===== src/rtl/counter_cmd_seq.sv =====
// Command sequencer for the 4-bit up/down loadable counter.
// Buffers {data, dir, dwell} commands in a small FIFO. Each command is replayed as
// a one-cycle load strobe with data/up_dwn. The sequencer then holds for dwell
// cycles and pulses cmd_done on the first idle cycle after the command.
//
// Ports:
//   clk        - clock, all logic on rising edge
//   reset      - synchronous active-low reset
//   abort      - synchronous flush of FIFO and FSM (data/up_dwn retained)
//   cmd_valid  - command offered
//   cmd_ready  - FIFO can accept this cycle
//   cmd_data   - value to load into counter
//   cmd_dir    - direction after load (1 = up)
//   cmd_dwell  - cycles to hold after load before next command
//   load       - counter load strobe (registered)
//   data       - counter load value (registered)
//   up_dwn     - counter direction (registered)
//   cmd_done   - one-cycle pulse when a command's dwell completes
//   busy       - FSM not idle or FIFO non-empty
//   fifo_count - current FIFO occupancy
module counter_cmd_seq #(
  parameter int unsigned DATA_W     = 4,
  parameter int unsigned DWELL_W    = 8,
  parameter int unsigned FIFO_DEPTH = 4
) (
  input  logic                          clk,
  input  logic                          reset,
  input  logic                          abort,
  input  logic                          cmd_valid,
  output logic                          cmd_ready,
  input  logic [DATA_W-1:0]             cmd_data,
  input  logic                          cmd_dir,
  input  logic [DWELL_W-1:0]            cmd_dwell,
  output logic                          load,
  output logic [DATA_W-1:0]             data,
  output logic                          up_dwn,
  output logic                          cmd_done,
  output logic                          busy,
  output logic [$clog2(FIFO_DEPTH):0]   fifo_count
);

  localparam int unsigned PtrW   = $clog2(FIFO_DEPTH);
  localparam int unsigned CntW   = PtrW + 1;
  localparam int unsigned EntryW = DATA_W + 1 + DWELL_W;
  localparam logic [CntW-1:0] FullCount = CntW'(FIFO_DEPTH);

  typedef enum logic [1:0] {StIdle, StLoad, StDwell} state_e;

  logic [EntryW-1:0]  mem_q [FIFO_DEPTH];
  logic [PtrW-1:0]    wr_ptr_q, rd_ptr_q;
  logic [CntW-1:0]    count_q, count_d;
  state_e             state_q, state_d;
  logic [DWELL_W-1:0] dwell_cnt_q, dwell_cnt_d;
  logic               load_q, load_d;
  logic [DATA_W-1:0]  data_q, data_d;
  logic               up_dwn_q, up_dwn_d;
  logic               done_q, done_d;

  logic               push, pop;
  logic [EntryW-1:0]  head;
  logic [DATA_W-1:0]  head_data;
  logic               head_dir;
  logic [DWELL_W-1:0] head_dwell;

  // Ready depends only on registered count plus the abort/reset inputs.
  assign cmd_ready = (count_q != FullCount) && !abort && reset;
  assign push      = cmd_valid && cmd_ready;
  // Registered count: a command pushed into an empty FIFO is not popped on the same edge.
  assign pop       = (state_q == StIdle) && (count_q != '0);

  assign head = mem_q[rd_ptr_q];
  assign {head_data, head_dir, head_dwell} = head;

  always_comb begin
    count_d = count_q;
    unique case ({push, pop})
      2'b10:   count_d = count_q + CntW'(1);
      2'b01:   count_d = count_q - CntW'(1);
      default: count_d = count_q;
    endcase
  end

  // Next-state logic.
  always_comb begin
    state_d = state_q;
    unique case (state_q)
      StIdle:  if (pop) state_d = StLoad;
      StLoad:  state_d = (dwell_cnt_q == '0) ? StIdle : StDwell;
      StDwell: if (dwell_cnt_q == '0) state_d = StIdle;
      default: state_d = StIdle;
    endcase
  end

  // Output / datapath next values; data and up_dwn only change on a pop.
  always_comb begin
    load_d      = 1'b0;
    done_d      = 1'b0;
    data_d      = data_q;
    up_dwn_d    = up_dwn_q;
    dwell_cnt_d = dwell_cnt_q;
    unique case (state_q)
      StIdle: begin
        if (pop) begin
          load_d      = 1'b1;
          data_d      = head_data;
          up_dwn_d    = head_dir;
          dwell_cnt_d = head_dwell;
        end
      end
      StLoad, StDwell: begin
        if (dwell_cnt_q == '0) begin
          done_d = 1'b1;
        end else begin
          dwell_cnt_d = dwell_cnt_q - DWELL_W'(1);
        end
      end
      default: ;
    endcase
  end

  // State register: reset > abort > normal operation.
  always_ff @(posedge clk) begin
    if (!reset) begin
      state_q     <= StIdle;
      count_q     <= '0;
      wr_ptr_q    <= '0;
      rd_ptr_q    <= '0;
      dwell_cnt_q <= '0;
      load_q      <= 1'b0;
      data_q      <= '0;
      up_dwn_q    <= 1'b1;
      done_q      <= 1'b0;
    end else if (abort) begin
      state_q  <= StIdle;
      count_q  <= '0;
      wr_ptr_q <= '0;
      rd_ptr_q <= '0;
      load_q   <= 1'b0;
      done_q   <= 1'b0;
    end else begin
      state_q     <= state_d;
      count_q     <= count_d;
      dwell_cnt_q <= dwell_cnt_d;
      load_q      <= load_d;
      data_q      <= data_d;
      up_dwn_q    <= up_dwn_d;
      done_q      <= done_d;
      if (push) wr_ptr_q <= wr_ptr_q + PtrW'(1);
      if (pop)  rd_ptr_q <= rd_ptr_q + PtrW'(1);
    end
  end

  // Storage needs no reset; push is already gated by reset and abort.
  always_ff @(posedge clk) begin
    if (push) mem_q[wr_ptr_q] <= {cmd_data, cmd_dir, cmd_dwell};
  end

  assign load       = load_q;
  assign data       = data_q;
  assign up_dwn     = up_dwn_q;
  assign cmd_done   = done_q;
  assign busy       = (state_q != StIdle) || (count_q != '0);
  assign fifo_count = count_q;

endmodule


===== config.mk =====
export PLATFORM = sky130hd
export DESIGN_NAME = counter_cmd_seq
export DESIGN_NICKNAME = d
export VERILOG_FILES = /design/src/rtl/counter_cmd_seq.sv
export SDC_FILE = /design/constraint.sdc
export NUM_CORES = 1
export LEC_CHECK = 0
export BUFFER_PORTS_ARGS = -buffer_cell sky130_fd_sc_hd__buf_2
export CAP_MARGIN = 20
export CORE_MARGIN = 2
export CORE_UTILIZATION = 60
export CTS_BUF_LIST = sky130_fd_sc_hd__clkbuf_4 sky130_fd_sc_hd__clkbuf_8 sky130_fd_sc_hd__clkbuf_16
export DETAILED_ROUTE_END_ITERATION = 8
export PLACE_DENSITY = 0.82
export SETUP_SLACK_MARGIN = 0.5
export SYNTH_ARGS = -nofsm -noshare
export SYNTH_HDL_FRONTEND = slang
export SYNTH_SLANG_ARGS = --single-unit

===== constraint.sdc =====
create_clock -name clk -period 5.8 [get_ports clk]
set_clock_uncertainty 0.2 [all_clocks]
set_input_delay 0.29 -clock clk [delete_from_list [all_inputs] [get_ports clk]]
set_output_delay 0.29 -clock clk [all_outputs]
set_load 0.01 [all_outputs]

==> results.tsv <==
metric	value	unit
rr_worst_depth	9	
grt_max_degree	23	
die_w	78.7	um
cts_buffers	9	
slowest_delay	470	ps
maxCapViolations	0	
drt_pass1_iterations	4	
hold_viol_final	0	
synthAdderAreaFrac	4.34	%
cts-root-buf	clkbuf_8	
rsz0062_at_grt	no	
cts_resized	0	
setup_viol	0	
routedWlPerCell	17.7	um
drive_gt1_share	22.3	%
min_to	up_dwn$_SDFFE_PN1P_	
netlist_area	3350	um2
async_flop_share	0	%
synth_top_area_share	46.7	%
cp-start-kind	flop	
routed_wl	6360	um
grt_usage	23.0	%
syn_nets	265	
final_antenna_net_count	0	
synthDistinctLibCells	52	
synth_top_family_by_area	simple AND/OR/NAND/NOR gates	
clock_latency	340	ps
yosysMostFrequentCell	edfxtp_1	
finalNonFillerCells	359	
nNetsFinal	310	
clock-sinks	78	
postCtsSetupRepairBufs	0	
htreeDepth	3	
grt_first_pass_wirelength	10400	um
p_per_area	277	nW/um2
timing.rr.end	fifo_count[2]$_SDFFE_PP0P_	
tns	0	ps
rows	27	
yosysWarnings	0	
fill_cells	357	
synth-xor-area-share	1.31	%
power	1.07	mW
timing.final.crit_share	45.1	%
startpoint	fifo_count[2]$_SDFFE_PP0P_	
drt-initial-drc-count	153	
io_buffers	28	
avgSynthCellArea	14.1	um2
fin_util	70.9	%
slew_viol_final	0	
critPathKind	reg -> reg	
status	finished clean	
drc	0	
clockBufferDepth	2	
post-route-min-period	2620	ps
maxSlewHeadroom	40.1	%
synth.area.mux_share	9.94	%
grt_pass1_vias	2108	
core_area	5440	um2
initial_core_util	61.5	%
synth_largest_area_cell	edfxtp_1	
synthSimpleGateAreaFrac	11.2	%
ys_seq_area_share	62.2	%
required	5870	ps
hp-start	reset	
cp.arrival	2690	ps
syn_to_final_growth	15.3	%
top_level_ports	29	
dp.cells	330	
synth-seq-cells	78	
hold_depth	2	
timing.reg2reg.setup_slack	3180	ps
fmax	382	MHz
antenna_found_initial	0	
clkTransAtPathRegs	70	ps
r2r-start	fifo_count[2]$_SDFFE_PP0P_	
end_kind	flop	
hold_class	in -> reg	
crit_path_max_fanout	8	
gp_congestion	0.829	
n_antenna_cell	0	
cts_tree	done	
vias_per_cell	5.97	
crit_path_cell_trace	inv_1, o311a_1, inv_1, ha_1, inv_1, fa_1, xor2_1, or3_1, a21oi_1	
fp.dieArea	6190	um2
synthTopCellsByArea	edfxtp_1, dfxtp_1, mux4_2	
grt_overflow	0	
worstMarginPinSlew	897	ps
synth_compound_area_share	8.00	%
synthFlopType	edfxtp_1	
syn_inst	237	
ir_drop	0.213	mV
detailed_place_hpwl	4060	um
vias	2143	
die_h	78.7	um
crit_top_cell	inv_1	
p_leak	1.34	nW
cp_slowest_cell	dfxtp_1	
synth-edff-count	52	
synth_common_cells	edfxtp_1, dfxtp_1, nor2_1	
where the power goes:
part / leakage (nW) / switching [mW] / internal (mW)
Sequential: 0.680 / 0.00661 / 0.599
Clock: 0.0976 / 0.182 / 0.205
Combinational: 0.565 / 0.0409 / 0.0333
Total: 1.34 / 0.229 / 0.838
area by class of cell:
type / count / area, um2 / share of cell area, %
Multi-Input combinational cell: 136 / 1160 / 30.2
Tap cell: 72 / 90.1 / 2.34
Inverter: 16 / 60.1 / 1.56
Sequential cell: 78 / 2080 / 54.0
Clock inverter: 5 / 51.3 / 1.33
Clock buffer: 11 / 139 / 3.60
Timing Repair Buffer: 41 / 270 / 7.01
routing by layer:
metal	up-vias	routed length [um]	GRT usage, %
met5	-	0	0
met4	0	191	8.60
met3	27	332	6.44
met2	80	3360	39.6
met1	1052	2470	27.6
li1	984	-	-
kinds of logic after synthesis:
logic type,after synthesis
compound gates,38
flops,78
mux,22
buf+inv,23
xor+xnor,5
simple gates,60
fa+ha+maj,11
through the flow:
step	setup slack [ps]	area, um2	hold slack (ps)
floorplan	3360	3350	178
global placement	3340	3540	272
detailed placement	3250	3540	282
CTS	3180	3860	25.5
global route	3040	3860	43.8
finish	3180	3860	36.4
cell usage in the layout, fill, tap and decap left out, drive strengths merged, types with 6 or more instances in the layout:
| cell type | n |
|---|---|
| o22ai | 6 |
| inv | 16 |
| a21oi | 7 |
| ha | 10 |
| dfxtp | 26 |
| nor2 | 18 |
| nand2 | 11 |
| edfxtp | 52 |
| dlygate4sd3 | 13 |
| buf | 28 |
| mux4 | 9 |
| clkbuf | 11 |
| mux2i | 13 |
how the worst max path moves through the flow:
stage          cells past startpoint                         end
2_1_floorplan                      9  fifo_count[2]$_SDFFE_PP0P_
3_3_place_gp                       9  fifo_count[2]$_SDFFE_PP0P_
3_5_place_dp                       9  fifo_count[2]$_SDFFE_PP0P_
4_1_cts                            9  fifo_count[2]$_SDFFE_PP0P_
5_1_grt                            9  fifo_count[2]$_SDFFE_PP0P_
6_report                           9  fifo_count[2]$_SDFFE_PP0P_
flip-flops by register name, summed over array words and instances, names as in the netlist, named ones only:
register     flops
data             4
load             1
up_dwn           1
mem_q           52
rd_ptr_q         2
dwell_cnt_q      8
state_q          2
wr_ptr_q         2
cmd_done         1
fifo_count       3
critical path: cells and delay by family (launching register included):
| family | cells | cell delay, ps |
|---|---|---|
| adders and majority gates | 2 | 550 |
| DFF | 1 | 470 |
| and+or+nand+nor | 1 | 300 |
| AOI/OAI and AO/OA | 2 | 610 |
| buffers and inverters | 3 | 260 |
| xor gates and xnor gates | 1 | 160 |
repair_timing:
item                                   4_1_cts  5_1_grt
endpoints found under the hold margin       52        0
setup endpoints to repair                    0        0
hold buffers                                13        0
Power figures use the tool's default switching activity.
